===== config.mk =====
export PLATFORM = sky130hd
export DESIGN_NAME = complete_arbiter
export DESIGN_NICKNAME = d
export VERILOG_FILES = /design/src/rtl/complete_arbiter.sv
export SDC_FILE = /design/constraint.sdc
export NUM_CORES = 1
export LEC_CHECK = 0
export CORE_ASPECT_RATIO = 1.25
export CORE_MARGIN = 5
export CORE_UTILIZATION = 40
export DETAILED_ROUTE_END_ITERATION = 8
export PLACE_DENSITY = 0.8
export SLEW_MARGIN = 20
export SYNTH_ARGS = -nofsm -noshare
export SYNTH_HDL_FRONTEND = slang
export SYNTH_SLANG_ARGS = --single-unit

===== constraint.sdc =====
create_clock -name clock -period 2.5 [get_ports clock]
set_clock_uncertainty 0.05 [all_clocks]
set_input_delay 0.375 -clock clock [delete_from_list [all_inputs] [get_ports clock]]
set_output_delay 0.375 -clock clock [all_outputs]
set_load 0.03 [all_outputs]

===== src/rtl/complete_arbiter.sv =====
// -----------------------------------------------------------------------------
// complete_arbiter
//
// Round-robin arbiter sharing the single ROB complete port between NUM_FU
// functional units.  Every cycle at most one FU result is accepted (one-hot
// fu_ready), and the accepted packet (ROB index, destination tag, branch
// outcome) is presented on the registered complete_* outputs one cycle later.
// A flush squashes arbitration for the cycle it is high.
//
// Parameters
//   NUM_FU  number of requesting functional units (>= 2)
//   ROB_SZ  ROB depth; ROB index width IDX_W = $clog2(ROB_SZ)
//   TAG_W   physical tag width
//
// Ports
//   clock           rising-edge clock
//   reset           synchronous, active-high reset
//   flush           synchronous squash, active-high
//   fu_valid        per-FU finished-result request
//   fu_rob_idx      per-FU ROB index, FU i at [i*IDX_W +: IDX_W]
//   fu_tag          per-FU destination tag, FU i at [i*TAG_W +: TAG_W]
//   fu_take_branch  per-FU resolved branch outcome
//   fu_ready        one-hot grant (combinational from the registered pointer)
//   complete_en     registered complete-packet valid
//   complete_idx    registered ROB index to mark completed
//   complete_tag    registered tag for the CDB broadcast
//   take_branch     registered branch outcome
//   grant_cnt       saturating number of grants since reset (debug)
// -----------------------------------------------------------------------------
module complete_arbiter #(
  parameter  int NUM_FU = 4,
  parameter  int ROB_SZ = 32,
  parameter  int TAG_W  = 6,
  localparam int IDX_W  = $clog2(ROB_SZ),
  localparam int PTR_W  = (NUM_FU > 1) ? $clog2(NUM_FU) : 1
) (
  input  logic                    clock,
  input  logic                    reset,
  input  logic                    flush,
  input  logic [NUM_FU-1:0]       fu_valid,
  input  logic [NUM_FU*IDX_W-1:0] fu_rob_idx,
  input  logic [NUM_FU*TAG_W-1:0] fu_tag,
  input  logic [NUM_FU-1:0]       fu_take_branch,
  output logic [NUM_FU-1:0]       fu_ready,
  output logic                    complete_en,
  output logic [IDX_W-1:0]        complete_idx,
  output logic [TAG_W-1:0]        complete_tag,
  output logic                    take_branch,
  output logic [31:0]             grant_cnt
);

  // Counter increment that sticks at all-ones instead of wrapping.
  function automatic logic [31:0] sat_inc(input logic [31:0] v);
    return (v == 32'hFFFF_FFFF) ? v : v + 32'd1;
  endfunction

  // Pointer to the FU after the winner, wrapping NUM_FU-1 back to 0.
  function automatic logic [PTR_W-1:0] next_ptr(input logic [PTR_W-1:0] w);
    return (w == PTR_W'(NUM_FU - 1)) ? '0 : w + 1'b1;
  endfunction

  // State registers
  logic [PTR_W-1:0] ptr_q,  ptr_d;
  logic             en_q,   en_d;
  logic [IDX_W-1:0] idx_q,  idx_d;
  logic [TAG_W-1:0] tag_q,  tag_d;
  logic             br_q,   br_d;
  logic [31:0]      cnt_q,  cnt_d;

  // Unpacked views of the flattened per-FU buses
  logic [IDX_W-1:0] idx_arr [NUM_FU];
  logic [TAG_W-1:0] tag_arr [NUM_FU];

  for (genvar g = 0; g < NUM_FU; g++) begin : g_unpack
    assign idx_arr[g] = fu_rob_idx[g*IDX_W +: IDX_W];
    assign tag_arr[g] = fu_tag[g*TAG_W +: TAG_W];
  end

  // ---- Arbitration: search starts at ptr_q and wraps around ----
  logic             win_vld;
  logic [PTR_W-1:0] win_idx;
  logic [PTR_W-1:0] cand;
  logic             grant_en;

  always_comb begin
    win_vld = 1'b0;
    win_idx = '0;
    cand    = '0;
    for (int k = 0; k < NUM_FU; k++) begin
      cand = PTR_W'((int'(ptr_q) + k) % NUM_FU);
      if (!win_vld && fu_valid[cand]) begin
        win_vld = 1'b1;
        win_idx = cand;
      end
    end
  end

  // A grant is a transfer: the winner is valid by construction.  Reset and
  // flush both suppress the grant so nothing is accepted and then lost.
  assign grant_en = win_vld && !reset && !flush;

  always_comb begin
    fu_ready = '0;
    if (grant_en) begin
      fu_ready[win_idx] = 1'b1;
    end
  end

  // Next state: payload registers only reload on a transfer, so they hold
  // their last value while complete_en is low.
  always_comb begin
    ptr_d = ptr_q;
    en_d  = 1'b0;
    idx_d = idx_q;
    tag_d = tag_q;
    br_d  = br_q;
    cnt_d = cnt_q;
    if (grant_en) begin
      ptr_d = next_ptr(win_idx);
      en_d  = 1'b1;
      idx_d = idx_arr[win_idx];
      tag_d = tag_arr[win_idx];
      br_d  = fu_take_branch[win_idx];
      cnt_d = sat_inc(cnt_q);
    end
  end

  // ---- Complete stage: registered packet presented one cycle after grant ----
  always_ff @(posedge clock) begin
    if (reset) begin
      ptr_q <= '0;
      en_q  <= 1'b0;
      idx_q <= '0;
      tag_q <= '0;
      br_q  <= 1'b0;
      cnt_q <= '0;
    end else begin
      ptr_q <= ptr_d;
      en_q  <= en_d;
      idx_q <= idx_d;
      tag_q <= tag_d;
      br_q  <= br_d;
      cnt_q <= cnt_d;
    end
  end

  assign complete_en  = en_q;
  assign complete_idx = idx_q;
  assign complete_tag = tag_q;
  assign take_branch  = br_q;
  assign grant_cnt    = cnt_q;

endmodule


==> results of run 1 <==
synthesized netlist by cell type (all sizes together) (2+ instances only):
library cell,instances,share of area
dfxtp,47,0.36
nand2,30,0.043
o21ai,26,0.049
a21oi,23,0.044
and3,17,0.040
nor2,15,0.021
clkbuf,14,0.020
or3,14,0.033
mux2i,13,0.049
nand3,13,0.025
o211ai,13,0.037
a21boi,12,0.034
nand4,9,0.021
or4,8,0.024
or2,6,0.015
buf,5,0.012
inv,5,0.0071
nor2b,5,0.012
nor3,5,0.0095
nor4,5,0.014
o31ai,5,0.014
xnor2,5,0.017
a311oi,3,0.010
o311ai,3,0.010
o41ai,3,0.010
a31oi,2,0.0047
and2,2,0.0047
ha,2,0.0095
mux2,2,0.0085
nand3b,2,0.0057
xor2,2,0.0066
report_power, final:
| part | leakage [nW] | switching, mW | internal, mW | total [mW] |
|---|---|---|---|---|
| Combinational | 1.03 | 0.217 | 0.232 | 0.449 |
| Clock | 0.0474 | 0.263 | 0.226 | 0.489 |
| Sequential | 0.382 | 0.0178 | 0.783 | 0.801 |
per-stage QoR:
stage	utilization	hold slack [ps]	cell area, um^2
5_1_grt	0.626	462	4060
2_1_floorplan	-	421	2650
3_5_place_dp	0.609	419	3950
6_report	0.626	437	4060
3_3_place_gp	0.609	403	3950
4_1_cts	0.625	441	4050
final cells by class:
cell class,count,area (um^2),share of cell area
tap,87,109,0.0268
timing repair buffer,134,1270,0.314
inverter,6,22.5,0.00555
clock buffer,6,82.6,0.0204
sequential,47,943,0.233
clock inverter,2,16.3,0.00401
multi-input combinational,254,1610,0.397
routing by layer:
metal / GRT usage / vias to the layer above
li1: - / 1468
met1: 0.196 / 1338
met2: 0.343 / 131
met3: 0.0823 / 13
met4: 0.0767 / 0
met5: 0 / -
cells in the final DEF (no fill, tap or decap), types with 4 or more instances in the layout:
master           instances
a21boi_0                12
a21oi_1                 23
and3_1                  17
buf_4                   32
clkbuf_8                 6
clkdlybuf4s50_1         95
dfxtp_1                 45
dlygate4sd2_1            5
inv_1                    5
mux2i_1                 13
nand2_1                 30
nand3_1                 13
nand4_1                  9
nor2_1                  15
nor2b_1                  5
nor3_1                   4
nor4_1                   4
o211ai_1                13
o21ai_0                 26
o31ai_1                  5
or2_2                    4
or3_1                   14
or4_1                    7
xnor2_1                  5
path summary, 6_finish.rpt:
| check | startpoint | end | slack, ps |
|---|---|---|---|
| hold reg to reg | complete_tag[4] | complete_tag[4] | 440 |
| setup / recovery | reset | grant_cnt[20] | 70 |
| hold / removal | complete_tag[4] | complete_tag[4] | 440 |
| setup reg to reg | grant_cnt[1] | grant_cnt[20] | 210 |
critical path, delay by kind of cell:
| family | cells | cell delay, ps |
|---|---|---|
| and+or+nand+nor | 3 | 1190 |
| AOI/OAI and AO/OA | 2 | 440 |
| buffers and inverters | 2 | 610 |
state kept, by name, indices dropped and copies added, names as in the netlist:
| name | count |
|---|---|
| ptr_q | 2 |
| complete_tag | 6 |
| grant_cnt | 32 |
| complete_idx | 5 |
| complete_en | 1 |
| take_branch | 1 |
kinds of logic (layout without fill, tap and decap cells):
logic type / Yosys count / in the layout
AND/OR/NAND/NOR: 135 / 135
multiplexers: 15 / 15
XOR/XNOR: 7 / 7
flip-flops: 47 / 47
AO/OA/AOI/OAI: 95 / 95
adder cells (fa/ha/maj): 2 / 2
buffers and inverters: 25 / 148
timing repair:
item / 4_1_cts / 5_1_grt
hold buffers: 0 / 0
resized for setup: 7 / 3
endpoints found under the setup margin: 3 / 12
gates cloned: 0 / 0
==> summary.md, run 1 <==
| Metric | Value |
|---|---|
| Outcome | complete, no violations |
| Hold/Removal Path Class | reg -> reg |
| Most used DFF post-synth | dfxtp_1 |
| Post-route setup TNS | 0 ps |
| Max-slew violations | 0 |
| Avg Inst Size Synth | slightly above 8 um^2 |
| Clock Latency Late Sink | about 300 ps |
| CTS Buf Count | 5 |
| Layout Cells excl Fill | between 500 and 600 |
| Width of the die | 82.6 um |
| Grt ovf | 0 |
| Post-route setup slack | roughly 69 ps |
| Met3 wire len | between 900 and 1000 um |
| Slowest CP cell | or4_1 |
| Nets | 505 |
| Die Y | 101 um |
| Kind of critical path | in -> reg |
| DR top layer | met4 |
| Largest family of logic cells by synthesized area | simple AND/OR/NAND/NOR gates |
| Pleak | 1.46 nW |
| Drt first pass iters | 5 |
| Met1 WL | 2740 um |
| Critical Path Source Type | input port |
| Post-Synth Simple-Gate Area | 0.282 |
| I/O Pins | ~100 |
| CP endpoint kind | flop |
| Critical Path RT | between 2000 and 3000 ps |
| Clock sink count | 47 |
| Total power | ~1.7 mW |
| Tot GR Track Use | 0.193 |
| Vias per Instance | 5.50 |
| Placement Setup Slack | -299 ps |
| Synth Area in Compound Gates | 0.230 |
| RD Place Congestion | 0.943 |
| Placed cell count | between 500 and 600 |
| WL per Instance | around 14 um |
| Synth Net Count | 383 |
| Core Region | around 0.0065 mm^2 |
| Post-synthesis mux area share | 0.0579 |
| 1st-iter DRT viols | 235 |
| CP Cell Sequence | clkdlybuf4s50_1 -> or2_4 -> or4_1 -> a211o_1 -> buf_4 -> or3_1 -> a21oi_1 |
| Final setup viols | 0 |
| Post-synth EDFFs | 0 |
| Initial Util | 0.407 |
| Max cap viols | 0 |
| Post-route DRC | 0 |
| Unique masters post-synth | 46 |
| Share of post-route cells with drive strength above 1 | 0.131 |
| TritonCTS clock tree | done |
| Initial antenna violation count | 0 |
| VDD IR max | around 0.00022 V |
| Number of buffers added for setup after CTS | 0 |
| Relative slew slack | 0.657 |
| CTS Root Cell | clkbuf_8 |
| Seq cells post-synth | 47 |
| Max FO, Critical Path | 8 |
| Worst Hold Depth | 2 |
| Fin crit period | roughly 2400 ps |
| Vias in the first global route | 2887 |
| Maximum level of the CTS H-tree | 2 |
| Met2 wire len | 3870 um |
| Post-synthesis sequential area ratio | 0.357 |
| Clock tree buffer depth | 2 |
| Antenna-violating nets left | 0 |
| Critical Path Max Stage Delay | between 500 and 600 ps |
| Actual slew at the worst max-slew pin | around 510 ps |
| # diodes | 0 |
| Worst Path Arrival | between 2000 and 3000 ps |
| Fillers | just under 600 |
| Row count | 33 |
| Routed vias | approximately 3.0k |
| Synth Area in Adders | 0.00949 |
| Global-route wire length before repair | between 10000 and 15000 um |
| Netlist Area Pre-Place | 0.00264 mm^2 |
| Largest net degree at the start of global routing | 35 |
| Part of the cycle the worst path needs | 0.973 |
| Highest Clock Rate | between 400 and 500 MHz |
| PwrDens | 428 mW/mm^2 |
| Die area | around 0.0083 mm^2 |
| Clk pin slew, worst setup/hold paths | 90 ps |
| Synth Instances | ~330 |
| Async S/R FF share, synth | 0 |
| Port Buf Inserts | about 100 |
| Post-synthesis xor/xnor area fraction | 0.0233 |
| Synth Warn # | 0 |
| Detailed Place HPWL | a little over 6000 um |
| R2R depth | 7 |
| Detailed Route WL | about 7700 um |
| Hold Fails Final Rpt | 0 |
| Area growth syn-to-layout | 53.9% |
Power figures use the tool's default switching activity.
==> run 2, diff against run 1 <==
--- a/config.mk
+++ b/config.mk
@@ -10,7 +10,6 @@
 export CORE_UTILIZATION = 40
 export DETAILED_ROUTE_END_ITERATION = 8
 export PLACE_DENSITY = 0.8
-export SLEW_MARGIN = 20
 export SYNTH_ARGS = -nofsm -noshare
 export SYNTH_HDL_FRONTEND = slang
 export SYNTH_SLANG_ARGS = --single-unit
==> results of run 2 <==
Final layout, timing and power as in run 1 (identical DEF).
